[src/rtl/fir_stream_source.sv]
// Transmit side of the FIR sample interface: sample FIFO, paced streamer and 9-tap coefficient bank.
// Optional underflow counter enabled by defining SRC_UFLOW_CNT_EN.
module fir_stream_source #(
  parameter int DW    = 12,
  parameter int DEPTH = 16,
  parameter int AW    = 4
) (
  input  logic          CLK,
  input  logic          RST_n,
  input  logic          WR_EN,
  input  logic [DW-1:0] WR_DATA,
  output logic          FULL,
  output logic          EMPTY,
  input  logic          COEF_WE,
  input  logic [3:0]    COEF_ADDR,
  input  logic [DW-1:0] COEF_DATA,
  input  logic          START,
  input  logic          STOP,
  input  logic [3:0]    GAP_LEN,
  output logic [DW-1:0] DIN,
  output logic          VIN,
  output logic [DW-1:0] B0,
  output logic [DW-1:0] B1,
  output logic [DW-1:0] B2,
  output logic [DW-1:0] B3,
  output logic [DW-1:0] B4,
  output logic [DW-1:0] B5,
  output logic [DW-1:0] B6,
  output logic [DW-1:0] B7,
  output logic [DW-1:0] B8,
  output logic          BUSY,
  output logic          DONE,
  output logic [7:0]    UFLOW_CNT
);

  typedef enum logic [1:0] {IDLE, SEND, GAP} state_t;

  localparam logic [AW:0] FULL_COUNT = DEPTH[AW:0];

  state_t        state_q, state_d;
  logic [AW:0]   count_q;
  logic [AW-1:0] wr_ptr_q, rd_ptr_q;
  logic [DW-1:0] mem [DEPTH];
  logic [DW-1:0] din_q;
  logic          vin_q, done_q;
  logic [3:0]    gap_reg_q, gap_cnt_q;
  logic [DW-1:0] coef_q [9];

  logic push, pop, start_accept, coef_write;

  assign pop          = (state_q == SEND) && (count_q != '0);
  // A pop in the same cycle frees the slot, so a push at full is still taken.
  assign push         = WR_EN && ((count_q != FULL_COUNT) || pop);
  assign start_accept = (state_q == IDLE) && START;
  assign coef_write   = (state_q == IDLE) && COEF_WE && (COEF_ADDR <= 4'd8);

  // NOTE: sample storage has no reset; pointers and count alone define validity.
  always_ff @(posedge CLK) begin
    if (push) mem[wr_ptr_q] <= WR_DATA;
  end

  // NOTE: all state registers use non-blocking assignments so every flop sees pre-edge values.
  always_ff @(posedge CLK or negedge RST_n) begin
    if (!RST_n) begin
      wr_ptr_q <= '0;
      rd_ptr_q <= '0;
      count_q  <= '0;
    end else begin
      if (push) wr_ptr_q <= wr_ptr_q + 1'b1;
      if (pop)  rd_ptr_q <= rd_ptr_q + 1'b1;
      case ({push, pop})
        2'b10:   count_q <= count_q + 1'b1;
        2'b01:   count_q <= count_q - 1'b1;
        default: count_q <= count_q;
      endcase
    end
  end

  // NOTE: next-state defaults to the current state first, so no path infers a latch.
  always_comb begin
    state_d = state_q;
    case (state_q)
      IDLE: if (START) state_d = SEND;
      SEND: begin
        if (STOP)                          state_d = IDLE;
        else if (pop && gap_reg_q != '0)   state_d = GAP;
      end
      GAP: begin
        if (STOP)                                state_d = IDLE;
        else if (gap_cnt_q == gap_reg_q - 4'd1)  state_d = SEND;
      end
      default: state_d = IDLE;
    endcase
  end

  always_ff @(posedge CLK or negedge RST_n) begin
    if (!RST_n) begin
      state_q   <= IDLE;
      gap_reg_q <= '0;
      gap_cnt_q <= '0;
      din_q     <= '0;
      vin_q     <= 1'b0;
      done_q    <= 1'b0;
    end else begin
      state_q <= state_d;
      if (start_accept) gap_reg_q <= GAP_LEN;
      gap_cnt_q <= (state_q == GAP) ? gap_cnt_q + 4'd1 : 4'd0;
      // DIN only moves together with a rising/held VIN, never during idle cycles.
      vin_q <= pop;
      if (pop) din_q <= mem[rd_ptr_q];
      done_q <= (state_q != IDLE) && (state_d == IDLE);
    end
  end

  always_ff @(posedge CLK or negedge RST_n) begin
    if (!RST_n) begin
      for (int i = 0; i < 9; i++) coef_q[i] <= '0;
    end else if (coef_write) begin
      coef_q[COEF_ADDR] <= COEF_DATA;
    end
  end

`ifdef SRC_UFLOW_CNT_EN
  logic [7:0] uflow_q;

  always_ff @(posedge CLK or negedge RST_n) begin
    if (!RST_n) begin
      uflow_q <= '0;
    end else if (start_accept) begin
      uflow_q <= '0;
    end else if ((state_q == SEND) && (count_q == '0) && (uflow_q != 8'hFF)) begin
      uflow_q <= uflow_q + 8'd1;
    end
  end

  assign UFLOW_CNT = uflow_q;
`else
  assign UFLOW_CNT = '0;
`endif

  assign FULL  = (count_q == FULL_COUNT);
  assign EMPTY = (count_q == '0);
  assign BUSY  = (state_q != IDLE);
  assign DONE  = done_q;
  assign DIN   = din_q;
  assign VIN   = vin_q;
  assign B0    = coef_q[0];
  assign B1    = coef_q[1];
  assign B2    = coef_q[2];
  assign B3    = coef_q[3];
  assign B4    = coef_q[4];
  assign B5    = coef_q[5];
  assign B6    = coef_q[6];
  assign B7    = coef_q[7];
  assign B8    = coef_q[8];

endmodule

[config.mk]
export PLATFORM = sky130hd
export DESIGN_NAME = fir_stream_source
export DESIGN_NICKNAME = d
export VERILOG_FILES = /design/src/rtl/fir_stream_source.sv
export SDC_FILE = /design/constraint.sdc
export NUM_CORES = 1
export LEC_CHECK = 0
export ABC_AREA = 1
export CELL_PAD_IN_SITES_DETAIL_PLACEMENT = 1
export CELL_PAD_IN_SITES_GLOBAL_PLACEMENT = 2
export CORE_UTILIZATION = 32
export CTS_CLUSTER_SIZE = 12
export DETAILED_ROUTE_END_ITERATION = 8
export PLACE_DENSITY_LB_ADDON = 0.1
export SLEW_MARGIN = 20
export SYNTH_ARGS = -nofsm -noshare
export SYNTH_HDL_FRONTEND = slang
export SYNTH_SLANG_ARGS = --single-unit
export TNS_END_PERCENT = 20
[constraint.sdc]
create_clock -name CLK -period 1.8 [get_ports CLK]
set_input_delay 0.54 -clock CLK [delete_from_list [all_inputs] [get_ports CLK]]
set_output_delay 0.54 -clock CLK [all_outputs]
set_load 0.005 [all_outputs]
# [Word-level counts from Yosys, hierarchy flattened]
# Memory sizes are Yosys's and may differ from the RTL's. A register that Yosys moved wholly into a read port is not among the register bits.
# Index checks and enable logic that the tools add are counted.
[classes] n_addsub=6 n_lt_le_gt_ge=3 eq_ne=7 mux=13 bitwise_logic=1 reduce_logical=17
[ops] operator="108-bit bitwise mux" n=1
[ops] operator="12-bit demux with 4-bit select" n=1
[ops] operator="4-bit by 1-bit adder with 4-bit output, second input constant" n=3
[ops] operator="12-bit two-way mux" n=1
[ops] operator="2-bit two-way mux" n=5
[ops] operator="5-bit case mux with 2 select lines" n=1
[ops] operator="1-bit logical AND" n=8
[ops] operator="2-bit case mux with 3 select lines" n=1
[ops] operator="5-bit by 1-bit adder with 5-bit output, second input constant" n=1
[ops] operator="5-bit equality test, second input constant" n=1
[ops] operator="5-bit >= comparator, second input constant" n=1
[ops] operator="5-bit logical NOT" n=1
[ops] operator="5-bit by 1-bit less-than comparator with 1-bit output, second input constant" n=1
[ops] operator="5-bit != test, second input constant" n=1
[ops] operator="4-bit inverter with 5-bit output" n=1
[ops] operator="5-bit nonzero test" n=1
[ops] operator="5-bit by 1-bit subtractor with 5-bit output, second input constant" n=1
[ops] operator="2-bit by 1-bit equality test with 1-bit output, second input constant" n=2
[ops] operator="2-bit equality test, second input constant" n=2
[ops] operator="4-bit equality test" n=1
[ops] operator="4-bit less-or-equal comparator, second input constant" n=1
[ops] operator="2-bit logical NOT" n=2
[ops] operator="4-bit two-way mux" n=1
[ops] operator="2-bit nonzero test" n=2
[ops] operator="other kinds (5)" n=6
[totals] regBits=133 ram_bits=192 input_bits=38 mem_count=1
[mem_list] memory="mem" depth=16 width=12 read_ports=1 rd_ports_with_merged_regs=1 write_ports=1 line_no="43" source="logic [DW-1:0] mem [DEPTH];"

# [Longest topological paths before layout]
# Gate-level depths: netlist of run 1.
[depth] word_depth=8 ltp_mapped=14

# [Worst setup path before layout of run 1]
# No wires, ideal clock.
[synth_path] path_type="reg2reg" startpoint="register count_q[1]" endpoint="register count_q[4]" arrival_ns=1.831 required_ns=1.687 path_slack_ns=-0.143 stages_incl_launch_ff=14 path_buffers=0 synth_period_minus_slack_ns=1.943 path_cell_list="dfrtp_1 > nor2_1 > nand3_1 > nand2_2 > inv_2 > nand2_1 > inv_1 > ha_1 > a21oi_1 > nand3_1 > nand2_1 > nand3_1 > nand2_1 > inv_1"
[synth_between] elab_chain_len=6 word_cells_on_any_way=11
[synth_rtl] item="start, declared" line_no="41" source="logic [AW:0] count_q;"
[synth_rtl] item="start signal, assigned" line_no="72" source="2'b10: count_q <= count_q + 1'b1;"
[synth_rtl] item="start signal, assigned" line_no="73" source="2'b01: count_q <= count_q - 1'b1;"
[synth_rtl] item="start signal, assigned" line_no="74" source="default: count_q <= count_q;"
[synth_rtl] item="5-bit nonzero test" line_no="51" source="assign pop = (state_q == SEND) && (count_q != '0);"
[synth_rtl] item="1-bit logical AND" line_no="51"
[synth_rtl] item="1-bit logical OR" line_no="53" source="assign push = WR_EN && ((count_q != FULL_COUNT) || pop);"
[synth_rtl] item="1-bit logical AND" line_no="53"
[synth_rtl] item="2-bit by 1-bit equality test with 1-bit output or 2-bit equality test (tied branches)" line_no="71" source="case ({push, pop})"
[synth_rtl] item="5-bit case mux with 2 select lines or 2-bit nonzero test (tied branches)"
# Several ways; a longest one is shown, not always the timed one.
# A chain may end at the register's enable or synchronous reset.

# [Worst setup path in the final report of run 1]
[layout_path] startpoint="register count_q[0]" endpoint="output port EMPTY"
[layout_between] elab_chain_len=1
[layout_rtl] item="5-bit logical NOT" line_no="142" source="assign EMPTY = (count_q == '0);"
[layout_rtl] item="end, declared" line_no="13" source="output logic EMPTY,"
# No other way between the ends.

==> results.cfg, run 1 <==
[floorplanning]
die-area_sq_um = 43800
start_util_pct = 32.6
std_cell_rows = 75
io_pins = 171
die_x_um = 209
fp.dieH_um = 209
core_sq_um = 42100

[pwr]
seqPwrFrac_pct = 37.7
p_leak_nw = 7.97
power_density_nw_per_um2 = 1560
swShare_pct = 35.6
p_total_mw = 28.4
power.internal_mw = 18.3
peakVddDrop_uv = 729
clockPowerShare_pct = 26.4
combPwrFrac_pct = 35.8
power.switching_mw = 10.1

[critical_path]
worstSetupPathType = register to output pin
r2r-end = count_q[4]$_DFFE_PN0P_
critical_path.endpoint = EMPTY
cp.required_ns = 1.26
crit_path_max_fanout = 2
critical_path_arrival_ns = 1.48
startpoint = count_q[0]$_DFFE_PN0P_
crit_path_start_kind = register
cp-end-kind = output pin
r2r.worst_path.cells = 15
r2r-start = count_q[0]$_DFFE_PN0P_
r2r_slack_ns = -0.14

[final_layout]
diodes = 0
fin_nets = 1619
fillerInstances = 4610
utilization_pct = 43.2
area_growth_pct = 32.4
drive_gt1_share_pct = 14.5
regMostFlops = mem
largest_register_ffs = 192
layout.cells.non_filler = 2134

[clocking]
cts_buffers = 40
cts.sinks = 337
cts_tree = done
clockBufferDepth = 3
cts-root-buf = clkbuf_16
clk_latency_ns = 0.56
clkSlewWorstSetupHoldPaths_ns = 0.06
cts.htree.levels = 2

[timing]
fin_crit_ns = 2.02
hold_violations = 0
hold_slack_ns = 0.401
rsz0062_at_grt = yes
setup_ws_ns = -0.220
max_slew_margin_pct = 65.1
clock_skew_ns = 0.0181
finalSetupViolations = 11
fin_crit_sh_pct = 112
fmaxAchievable_mhz = 495
slew_viol_final = 0
tightestPinTransition_ns = 0.522

[global_route]
use_met3_pct = 5.64
grtUsageMet2_pct = 34.2
grt_pass1_wl_um = 66600
grt_remaining_overflow = 0
grt_max_degree = 68
antenna_found_initial = 1
met1_usage_pct = 25.3
grt_busiest_layer = met2
track_usage_pct = 20.3
grt_pass1_vias = 10800

[logic_synthesis]
synth.most_common_cell = nand2_1
syn_area_sq_um = 13800
yosys.area.top_type = edfxtp_1
async_reset_ff_share_pct = 43.0
ys_top_cells_by_count = 382 x nand2_1, 192 x edfxtp_1, 145 x dfrtp_1
ys_ff_latch = 337
yosysWarnings = 0
netlist.area_leader.share_pct = 41.9
syn_avg_cell_area_sq_um = 10.5
synth.distinct_cells = 29
seq_area_frac_synth_pct = 68.3
synth_area_leaders = edfxtp_1 42%, dfrtp_1 26%, nand2_1 10%
synth_edf_count = 192
syn_inst = 1307
ys.flop_type = edfxtp_1

[drt]
vias = 10100
drc = 0
vias_per_cell = 4.73
dr.pass1.iters = 4
drtAntennaViolNets = 0
wl_per_cell_um = 20.2
wirelength_um = 43000
drt_iter0_markers = 461

[placed_design]
dpl.hpwl_um = 28600
portBuffers = 162
place_congestion = 0.770
post-place-ws_ns = -0.576
dp_cells = 2052

[worst_hold_path]
hp-class = input port to async pin

[run_status]
status = finished with violations
violations = setup timing

[job]
maxCapViolCount = 0
==> per-layer routing <==
layer	vias up	wire length, um
li1	4827	-
met3	64	2880
met2	197	20800
met4	0	1090
met5	-	0
met1	5013	18200
==> cell usage in the layout, fill, tap and decap left out, types with 5 or more instances in the layout <==
| cell type | Yosys | final |
|---|---|---|
| nand2_1 | 382 | 374 |
| edfxtp_1 | 192 | 192 |
| dfrtp_1 | 145 | 143 |
| nor2_1 | 139 | 134 |
| nand3_1 | 114 | 112 |
| o21ai_0 | 108 | 107 |
| buf_4 | 10 | 82 |
| clkdlybuf4s15_1 | 0 | 68 |
| inv_1 | 65 | 59 |
| clkbuf_16 | 0 | 41 |
| o21ai_1 | 40 | 40 |
| dlygate4sd2_1 | 0 | 39 |
| clkdlybuf4s50_1 | 0 | 36 |
| buf_12 | 0 | 29 |
| clkbuf_1 | 16 | 13 |
| xor2_1 | 12 | 12 |
| clkbuf_2 | 0 | 11 |
| buf_6 | 9 | 10 |
| ha_1 | 11 | 9 |
| nand2_4 | 4 | 8 |
| nand2_2 | 4 | 8 |
| conb_1 | 1 | 8 |
| a21oi_1 | 8 | 7 |
| inv_2 | 4 | 6 |
| clkinv_1 | 1 | 5 |
==> per-stage QoR <==
step / TNS, ns / area (sq um)
after global placement: -102.32 / 16900
after CTS: -1.35 / 18200
after detailed placement: -107.99 / 16900
after global routing: -15.05 / 18200
final: -0.693 / 18200
after floorplan: -6.02 / 13800
==> critical path, stage by stage, from the launching register on <==
cell and delay, ns:
dfrtp_1 0.41, nor2_4 0.15, buf_6 0.11, nand3_4 0.08, inv_2 0.06, buf_2 0.10
==> worst min path at each step <==
stage | startpoint | end | slack, ns | cells after the start
2_1_floorplan | RST_n | B0[0]$_DFFE_PN0P_ | 0.24 | 0
3_3_place_gp | RST_n | DIN[3]$_DFFE_PN0P_ | 0.40 | 1
3_5_place_dp | RST_n | DIN[3]$_DFFE_PN0P_ | 0.40 | 1
4_1_cts | RST_n | B2[11]$_DFFE_PN0P_ | 0.36 | 2
5_1_grt | RST_n | B2[5]$_DFFE_PN0P_ | 0.41 | 2
6_report | RST_n | B2[11]$_DFFE_PN0P_ | 0.40 | 2
==> power groups by stage <==
stage	combinational, mW	clock [mW]	sequential, mW
after CTS	10.4	7.77	10.7
after global routing	11.5	8.02	10.9
after floorplan	5.01	0	10.8
after global placement	10.5	0	10.8
final	10.2	7.51	10.7
after detailed placement	10.6	0	10.8
==> cell type report <==
cell class	count	area (sq um)	area share, %
sequential	337	9400	51.6
multi-input combinational	839	3870	21.2
timing repair buffer	281	2810	15.4
clock buffer	58	1130	6.21
tap	539	674	3.70
inverter	70	273	1.50
clock inverter	10	52.6	0.289
==> kinds of logic (layout without fill, tap and decap cells) <==
logic type	count (synthesis)	count (layout)	synth area share (%)
muxes	1	1	0.0819
and+or+nand+nor	648	648	19.1
buffers and inverters	138	419	4.73
xor gates and xnor gates	13	13	0.828
adders and majority gates	12	12	1.15
other	1	8	0.0273
DFF	337	337	68.3
AOI/OAI and AO/OA	157	157	5.74
==> repair_timing <==
action / in CTS / in global routing
pin swaps: 4 / 4
hold buffers: 1 / 0
gates resized for setup: 227 / 49
endpoints found under the setup margin: 317 / 241
buffers inserted: 12 / 2
endpoints found under the hold margin: 13 / 0
No activity file was read; power rests on OpenSTA's default activity.
==> inputs of run 2 (changes only) <==
--- a/config.mk
+++ b/config.mk
@@ -6,6 +6,7 @@
 export NUM_CORES = 1
 export LEC_CHECK = 0
 export ABC_AREA = 1
+export CAP_MARGIN = 5
 export CELL_PAD_IN_SITES_DETAIL_PLACEMENT = 1
 export CELL_PAD_IN_SITES_GLOBAL_PLACEMENT = 2
 export CORE_UTILIZATION = 32
==> results of run 2 <==
Final layout, timing and power as in run 1 (identical DEF).
==> inputs of run 3 (changes only) <==
--- a/config.mk
+++ b/config.mk
@@ -9,9 +9,10 @@
 export CAP_MARGIN = 5
 export CELL_PAD_IN_SITES_DETAIL_PLACEMENT = 1
 export CELL_PAD_IN_SITES_GLOBAL_PLACEMENT = 2
-export CORE_UTILIZATION = 32
+export CORE_UTILIZATION = 36
 export CTS_CLUSTER_SIZE = 12
 export DETAILED_ROUTE_END_ITERATION = 8
+export GPL_ROUTABILITY_DRIVEN = 0
 export PLACE_DENSITY_LB_ADDON = 0.1
 export SLEW_MARGIN = 20
 export SYNTH_ARGS = -nofsm -noshare
==> constraint.sdc (replaced) <==
create_clock -name CLK -period 2.2 [get_ports CLK]
set_input_delay 0.66 -clock CLK [delete_from_list [all_inputs] [get_ports CLK]]
set_output_delay 0.66 -clock CLK [all_outputs]
set_load 0.005 [all_outputs]
==> run 3 against run 2 <==
Against the previous run:
- the flow now finishes without violations
- flip-flop and latch count unchanged
- global-route usage increased by 1.6 points
- clock-buffer cell count grew 1
- combinational power down 19%
- die area is 11% lower
- first-iteration DRC count increased by 15%
- critical path depth down 1
- via count is 0.67% lower
- sequential power is 18% lower
==> results.cfg, run 3 (synthesis gave the netlist of run 1 again) <==
[drt]
highest_layer = met4
vias = 10000
vias_per_cell = 4.85
drt_iter0_markers = 531
met2WireLength_um = 19900
drc = 0
drtAntennaViolNets = 0
wirelength_um = 41300
wl_met1_um = 17600
dr.pass1.iters = 4
dr_wl_met3_um = 2910
wl_per_cell_um = 20.0

[final_layout]
layout.cells.non_filler = 2068
largest_register_ffs = 192
fin_nets = 1577
final_design_area_no_fill_sq_um = 17800
area_growth_pct = 29.3
regArea_sq_um = 9400
fillerInstances = 4168
layout_common_cells = 381 x nand2_1, 192 x edfxtp_1, 156 x clkdlybuf4s50_1, 143 x dfrtp_1, 137 x nor2_1
regMostFlops = mem
utilization_pct = 47.2
multi_input_area_sq_um = 3760
drive_gt1_share_pct = 10.3
final_common_cell = nand2_1

[clocking]
cts.htree.levels = 2
clk_latency_ns = 0.53
cts_buffers = 39
cts-root-buf = clkbuf_16
clkSlewWorstSetupHoldPaths_ns = 0.06
cts.sinks = 337
cts_tree = done
clockBufferDepth = 3
holdBufCountCts = 0

[timing]
fmaxAchievable_mhz = 467
tightestPinTransition_ns = 0.691
clock_skew_ns = 0.0166
max_slew_margin_pct = 53.9
rsz0062_at_grt = yes
hold_violations = 0
finalSetupViolations = 0
fin_crit_sh_pct = 97.4
slew_viol_final = 0
setup_ws_ns = 0.0569
fin_crit_ns = 2.14
hold_slack_ns = 0.0135
tns_ns = 0

[critical_path]
r2r-start = count_q[1]$_DFFE_PN0P_
cp-end-kind = output pin
crit_slowest_cell = dfrtp_1
r2r_slack_ns = 0.11
worstSetupPathType = register to output pin
r2r.worst_path.cells = 13
crit_path_start_kind = register
crit_path_max_fanout = 2
cp.required_ns = 1.54
cpPeakStageDelay_ns = 0.40
cp_cell_sequence = nor2_2, nand3_2, inv_1, dlygate4sd2_1
critical_path_arrival_ns = 1.48
r2r-end = count_q[3]$_DFFE_PN0P_

[pwr]
power_density_nw_per_um2 = 1320
peakVddDrop_uv = 664
p_total_mw = 23.4
p_leak_nw = 7.58

[floorplanning]
die_x_um = 197
start_util_pct = 36.5
std_cell_rows = 71
die-area_sq_um = 39000
core_sq_um = 37700
fp.dieH_um = 197
io_pins = 171

[placed_design]
post-place-ws_ns = -0.263
placed_cell_area_sq_um = 16400
portBuffers = 162
dp_cells = 1991
dpl.hpwl_um = 26800

[global_route]
grt_remaining_overflow = 0
track_usage_pct = 21.9
grt_pass1_vias = 10700
grt_pass1_wl_um = 63900
grt_max_degree = 99
antenna_found_initial = 1

[job]
maxCapViolCount = 0

[run_status]
status = finished, final reports clean

[worst_hold_path]
hp-class = input port to async pin
==> run 3: what timing repair did <==
action	CTS	global route
resized for setup	7	7
pin swaps	4	3
endpoints found under the setup margin	3	67
setup buffers	6	0
==> run 3: cell type report <==
type,instances,area share (%)
clock buffers,59,6.66
repair buffers,240,13.8
flip-flops and latches,337,52.8
multi-input cells,839,21.1
well taps,511,3.59
inverters,70,1.48
diodes,1,0.0141
clock inverters,11,0.450
==> run 3: where the power goes <==
part           internal (mW)  switching [mW]
Sequential              8.05           0.716
Clock                   3.83            2.54
Combinational           3.52            4.77
Total                   15.4            8.03
==> run 3: critical path: cells and delay by family, from the launching register on <==
family	cells	cell delay, ns
buffers and inverters	2	0.28
flip-flops	1	0.40
AND/OR/NAND/NOR	2	0.27
==> run 3: metal layers <==
layer | GRT usage, % | up-vias
li1 | - | 4752
met1 | 27.9 | 5008
met2 | 36.4 | 214
met3 | 6.33 | 59
met4 | 6.03 | 0
met5 | 0 | -
==> run 3: worst max path at each step <==
stage / startpoint / endpoint / slack [ns] / depth (start not counted)
6_report: count_q[1]$_DFFE_PN0P_ / EMPTY / 0.06 / 4
5_1_grt: count_q[1]$_DFFE_PN0P_ / count_q[3]$_DFFE_PN0P_ / -0.03 / 13
4_1_cts: count_q[3]$_DFFE_PN0P_ / FULL / 0.01 / 4
3_5_place_dp: WR_EN / mem[8][8]$_DFFE_PP_ / -0.26 / 6
3_3_place_gp: WR_EN / mem[11][7]$_DFFE_PP_ / -0.22 / 6
2_1_floorplan: count_q[1]$_DFFE_PN0P_ / count_q[4]$_DFFE_PN0P_ / 0.26 / 13
